[src/rtl/decode_queue_ctrl.sv]
// Fetch-to-decode instruction queue: circular FIFO of {pc, instr} with show-ahead
// head, valid/ready handshakes on both sides, flush, and a saturating stall counter.
module decode_queue_ctrl #(
    parameter int DEPTH   = 4,
    parameter int PC_W    = 12,
    parameter int INSTR_W = 32,
    parameter int STALL_W = 16
) (
    input  logic                     clk,
    input  logic                     rst,
    input  logic                     flush,
    input  logic                     fetch_valid,
    output logic                     fetch_ready,
    input  logic [PC_W-1:0]          fetch_pc,
    input  logic [INSTR_W-1:0]       fetch_instr,
    output logic                     dec_valid,
    input  logic                     dec_ready,
    output logic [PC_W-1:0]          dec_pc,
    output logic [INSTR_W-1:0]       dec_instr,
    output logic [$clog2(DEPTH):0]   count,
    output logic                     full,
    output logic                     empty,
    output logic [STALL_W-1:0]       stall_cnt
);
    localparam int AW = $clog2(DEPTH);
    localparam int CW = AW + 1;
    localparam logic [CW-1:0] FULL_CNT = CW'(DEPTH);

    logic [PC_W-1:0]    mem_pc_q    [DEPTH];
    logic [INSTR_W-1:0] mem_instr_q [DEPTH];

    logic [AW-1:0]      head_q, head_d;
    logic [AW-1:0]      tail_q, tail_d;
    logic [CW-1:0]      count_q, count_d;
    logic [STALL_W-1:0] stall_q, stall_d;
    logic               push, pop;

    always_comb begin
        full        = (count_q == FULL_CNT);
        empty       = (count_q == '0);
        fetch_ready = !full && !flush;
        dec_valid   = !empty && !flush;
        push        = fetch_valid && fetch_ready;
        pop         = dec_valid && dec_ready;
        dec_pc      = dec_valid ? mem_pc_q[head_q]    : '0;
        dec_instr   = dec_valid ? mem_instr_q[head_q] : '0;

        head_d  = head_q;
        tail_d  = tail_q;
        count_d = count_q;
        if (flush) begin
            head_d  = '0;
            tail_d  = '0;
            count_d = '0;
        end else begin
            if (push) tail_d = tail_q + AW'(1);
            if (pop)  head_d = head_q + AW'(1);
            if (push && !pop)      count_d = count_q + CW'(1);
            else if (pop && !push) count_d = count_q - CW'(1);
        end

        // Stall counter holds at all-ones rather than wrapping.
        stall_d = stall_q;
        if (dec_valid && !dec_ready && (stall_q != '1))
            stall_d = stall_q + STALL_W'(1);
    end

    always_ff @(posedge clk or posedge rst) begin
        if (rst) begin
            head_q  <= '0;
            tail_q  <= '0;
            count_q <= '0;
            stall_q <= '0;
        end else begin
            head_q  <= head_d;
            tail_q  <= tail_d;
            count_q <= count_d;
            stall_q <= stall_d;
        end
    end

    // Storage is data-only; its contents after reset are never observed.
    always_ff @(posedge clk) begin
        if (push) begin
            mem_pc_q[tail_q]    <= fetch_pc;
            mem_instr_q[tail_q] <= fetch_instr;
        end
    end

    assign count     = count_q;
    assign stall_cnt = stall_q;

endmodule

[config.mk]
export PLATFORM = sky130hd
export DESIGN_NAME = decode_queue_ctrl
export DESIGN_NICKNAME = d
export VERILOG_FILES = /design/src/rtl/decode_queue_ctrl.sv
export SDC_FILE = /design/constraint.sdc
export NUM_CORES = 1
export LEC_CHECK = 0
export CORE_ASPECT_RATIO = 0.7
export CORE_MARGIN = 3
export CORE_UTILIZATION = 49
export CTS_CLUSTER_DIAMETER = 200
export DETAILED_ROUTE_END_ITERATION = 7
export HOLD_SLACK_MARGIN = 0.12
export PLACE_DENSITY = 0.86
export SLEW_MARGIN = 10
export SYNTH_ARGS = -nofsm -noshare
export SYNTH_HDL_FRONTEND = slang
export SYNTH_SLANG_ARGS = --single-unit
[constraint.sdc]
create_clock -name clk -period 2.3 [get_ports clk]
set_input_delay 0.46 -clock clk [delete_from_list [all_inputs] [get_ports clk]]
set_output_delay 0.46 -clock clk [all_outputs]
set_load 0.005 [all_outputs]
======== Yosys cells after proc, flatten, opt, wreduce, memory -nomap -nowiden ========
Memories as Yosys holds them, arrays and structs flattened.
Index checks and enable logic that the tools add are counted.
word-level totals
  word-level logic and storage cells ...... 42
  bits in writable memories ............... 176
  bits of input ports ..................... 49
  output and inout bits ................... 67
  register bits ........................... 23
  memories kept ........................... 2
memories
  name         depth  width  read ports  clocked after memory_dff  wr ports  RTL line  text
  mem_instr_q  4      32     1           0                         1         30        logic [INSTR_W-1:0] mem_instr_q [DEPTH];
  mem_pc_q     4      12     1           0                         1         29        logic [PC_W-1:0] mem_pc_q [DEPTH];
cells by class
  reduce and logical (&&, ||, !) cells .... 18
  mux-type cells .......................... 11
  eq/ne operators ......................... 2
  $add $sub $neg .......................... 5
operator list
  cell                                              number
  2-to-1 mux 32 bit                                 1
  adder 16 x 1 -> 16 bit, second input constant     1
  != test 16 bit, second input constant             1
  2-to-1 mux 12 bit                                 1
  2-to-1 mux 3 bit                                  3
  logical AND 1 bit                                 8
  2-to-1 mux 2 bit                                  4
  zero test 1 bit                                   6
  adder 2 x 1 -> 2 bit, second input constant       2
  nonzero test 2 bit                                2
  adder 3 x 1 -> 3 bit, second input constant       1
  == test 3 bit, second input constant              1
  zero test 3 bit                                   1
  nonzero test 3 bit                                1
  subtractor 3 x 1 -> 3 bit, second input constant  1
  2-to-1 mux 1 bit                                  2

======== Depth between registers and ports, before layout ========
  word-level depth ........................ 9
  depth in mapped cells ................... 11
  gate-level depth less buffers ........... 10

======== Least setup slack after synthesis ========
Ideal clock, no wire load.
  kind .................................... reg-to-reg
  from .................................... register count_q[2] (netlist: count[2])
  to ...................................... memory mem_instr_q[0][0] (enable)
  arrival time ............................ 2.162 ns
  setup time .............................. 0.406 ns
  required time ........................... 1.894 ns
  cell stages (with the launch flop) ...... 6
  path buffers ............................ 1
  clock period less this slack ............ 2.568 ns
  setup slack ............................. -0.268 ns
  path through ............................ dfrtp_1 > nor3b_2 > nand2b_1 > buf_2 > nor2_1 > and2_1
on the way
  word-level cells in the longest chain between the ends .. 6
RTL lines
  element                                 RTL line  text
  from (decl)                             34        logic [CW-1:0] count_q, count_d;
  from (signal assigned)                  77        count_q <= count_d;
  == test 3 bit                           39        full = (count_q == FULL_CNT);
  via full                                21        output logic full,
  zero test 1 bit                         41        fetch_ready = !full && !flush;
  logical AND 1 bit                       41
  logical AND 1 bit                       43        push = fetch_valid && fetch_ready;
  2-to-1 mux 1 bit                        84        if (push) begin
  2-to-1 mux 1 bit (implied by the code)  86        mem_instr_q[tail_q] <= fetch_instr;
  to (decl)                               30
The timed path passes the listed nets, and every way through them passes these cells.

======== Worst setup path after layout ========
  from .................................... register head_q[0]
  to ...................................... output dec_pc[0]
on the way
  word-level cells in the longest chain between the ends .. 2
RTL lines
  element                   RTL line  text
  from (decl)               32        logic [AW-1:0] head_q, head_d;
  from (signal assigned)    70        head_q <= '0;
  from (signal assigned)    75        head_q <= head_d;
  memory read (4 x 12 bit)  -
  2-to-1 mux 12 bit         45        dec_pc = dec_valid ? mem_pc_q[head_q] : '0;
  to (decl)                 18        output logic [PC_W-1:0] dec_pc,
Every way passes these cells.

==> impl_results.md <==
- Status: finished with violations
- Failing checks: negative setup slack
- Number of synthesized flops with an enable pin: around 180
- Crit-path cells: buf_12 -> buf_12 -> buf_6 -> mux4_2 -> and2_4 -> buf_6
- Post-cts hold buffer count: 0
- CTS tree: done
- Fin crit period: between 2 and 2.5 ns
- Final setup fails: 44
- Via count: 4378
- Worst setup SP type: flop
- Final hold vios: 0
- Synth Flop Type: edfxtp_1
- Drt total wl: around 17000 um
- GPL Wtd Cong: around 0.86
- 1st-pass router iterations: 4
- Commonest non-fill, non-tap cells in the layout: edfxtp_1, clkdlybuf4s50_1, mux4_2
- Antenna cell count: 0
- Syn Inst Count: between 400 and 500
- Largest net degree at the start of global routing: 36
- Post-DP Area: between 9000 and 10000 um2
- Area growth, synth to finish: 33.5%
- Worst path arrival time: 2.04 ns
- Die Area: between 15000 and 20000 um2
- CTS max path bufs: 2
- Peak Freq: roughly 400 MHz
- CP peak stage delay: about 0.52 ns
- H-tree depth: 4
- Commonest non-fill, non-tap cell in the layout: edfxtp_1
- CTS Buf Count: 17
- Clk_lat worst skew: around 0.43 ns
- Top delay family on crit path: buffers and inverters
- Die H: about 110 um
- Compound-gate portion of the synthesized area: 0.908%
- Xor/xnor cell area share of the yosys netlist: around 1.9%
- DR WL/cell: between 20 and 25 um
- Num rows: 38
- Layout cell share with drive strength beyond 1: a little under two fifths
- Vias in the first global route: around 4600
- Port-buffer cells: between 100 and 150
- Largest family of logic cells by synthesized area: multiplexers
- Synth Area in Simple Gates: under 10%
- Mapped Area: about 8000 um2
- Area of the core: 15700 um2
- Global route overflow: 0
- # IOs: 116
- Worst-margin pin slew: between 0.7 and 0.8 ns
- Worst-path clk slew: 0.07 ns
- Die span in x: roughly 160 um
- Min-Delay Path Class: primary input to asynchronous set/reset pin
- Dominant cell type by area after synthesis: edfxtp_1
- CTS Root Cell: clkbuf_16
- Crit path kind: flop to primary output
- Initial Util: 50.8%
- Pleak: 3.81 nW
- Initial antenna violation count: 0
- Seq cells post-synth: between 150 and 200
- Syn_nets: 467
- Skew final: about 0.0095 ns
- Slew headroom: a little over half
- Worst VDD drop: between 600 and 700 uV
- FF-to-FF setup slack: about 0.12 ns
- Synth warnings: 0
- Worst r2r dst: count[2]$_DFFE_PP0P_
- TNS Setup: -3.43 ns
- GR Util All Layers: between 10% and 20%
- Post-route design area: around 11000 um2
- Synth area leaders: edfxtp_1, mux4_2, dfrtp_1
- Average size of a mapped cell: just under 20 um2
- Initial DRC Count: roughly 290
- Worst Path Required: between 1.5 and 2 ns
- Global-route wire length before repair: 25700 um
- Reg2Reg Depth: 9
- # DRC: 0
- Sequential area share after synthesis: roughly 73%
- Final worst path period share: 109%
- HPWL Detailed: 10000 um
- Pwr dens: about 1000 nW/um2
- Post-DR vias/cell: between 5 and 6
- Clock Sink Count: 199
- FFs w/ async S/R, synth: 11.6%
- Area share of fa/ha/maj cells after synthesis: 1.03%
- Mux contribution to synthesized area: a little over an eighth
- Worst path buffer plus inverter count: 4
- RSZ-0062 raised after global routing: true
- Yosys top cell area share: approximately two thirds
- Max-cap violations: 0
- Fin nets: roughly 630
- Setup WS post-layout: -0.197 ns
- Max Slew Vio Count: 0
- Max FO, Critical Path: 7
- Synth unique cells: 49
- Antenna-violating nets left: 0
- Crit path max-delay cell type: dfrtp_4
- FF-to-FF Start: count[0]$_DFFE_PP0P_
- Crit end category: primary output
kinds of logic after synthesis:
group           Yosys count
buf+inv                  27
flops                   199
compound gates           10
xor+xnor                 17
simple gates            103
fa+ha+maj                 6
mux                      50
stage by stage:
stage | worst slack (ns) | std cells | utilization, % | power, mW | hold slack, ns
detailed placement | -0.407 | 756 | 61.9 | 7.23 | 0.512
floorplan | 0.0178 | 412 | - | 5.85 | 0.462
finish | -0.197 | 804 | 67.8 | 10.7 | 0.382
global route | -0.269 | 804 | 67.8 | 11.2 | 0.408
global placement | -0.177 | 756 | 61.9 | 7.14 | 0.484
CTS | -0.227 | 805 | 67.5 | 10.8 | 0.375
how the worst max path moves through the flow:
stage | startpoint | slack (ns) | cells after the start | end
after floorplan | count[0]$_DFFE_PP0P_ | 0.02 | 10 | count[1]$_DFFE_PP0P_
after global placement | flush | -0.18 | 5 | dec_pc[0]
after detailed placement | flush | -0.41 | 9 | count[2]$_DFFE_PP0P_
after CTS | head_q[0]$_DFFE_PP0P_ | -0.23 | 6 | dec_instr[11]
after global routing | head_q[0]$_DFFE_PP0P_ | -0.27 | 6 | dec_instr[11]
final | head_q[0]$_DFFE_PP0P_ | -0.20 | 6 | dec_pc[0]
registers in the layout, summed over array words and instances, names as in the netlist:
register / flops
stall_cnt: 16
tail_q: 2
mem_instr_q: 128
count: 3
head_q: 2
mem_pc_q: 48
layout make-up:
type                    count  area [um2]
well taps                 220         275
fillers                  1014        5060
multi-input cells         186        2140
clock buffers              18         429
inverters                   9        38.8
repair buffers            158        1750
flip-flops and latches    199        5870
clock inverters            14         174
synth_stat cells (all sizes together) (5+ instances only):
cell type	count
and2	49
buf	10
clkbuf	8
dfrtp	23
edfxtp	176
ha	5
inv	9
mux4	44
nand2	7
nand4	7
nor2	14
xnor2	9
xor2	8
worst reg2reg max path, stage by stage (launching register included):
cell and delay [ns]:
dfrtp_2 0.41, buf_4 0.17, nor3b_4 0.22, nand2b_4 0.17
nor2_2 0.05, and2_1 0.15, fa_2 0.37, nand2_2 0.11
nor3_1 0.06, a2111oi_2 0.37
per-layer routing:
| metal | vias up | global-route usage, % | routed length (um) |
|---|---|---|---|
| met5 | - | 0 | 0 |
| met4 | 0 | 5.50 | 235 |
| met3 | 22 | 5.08 | 951 |
| met2 | 142 | 30.4 | 8230 |
| met1 | 2266 | 26.8 | 7160 |
| li1 | 1948 | - | - |
where the power goes:
group / leakage [nW] / internal, mW / switching [mW] / total [mW]
clock: 0.278 / 1.72 / 1.28 / 3.00
combinational: 1.63 / 2.06 / 1.33 / 3.39
sequential: 1.90 / 4.22 / 0.140 / 4.36
what timing repair did:
action / 4_1_cts / 5_1_grt
buffers inserted: 14 / 1
resized for setup: 239 / 26
setup endpoints to repair: 49 / 48
cloned: 3 / 0
pin swaps: 46 / 3
endpoints found under the hold margin: 0 / 0
(Power assumes the default switching activity.)
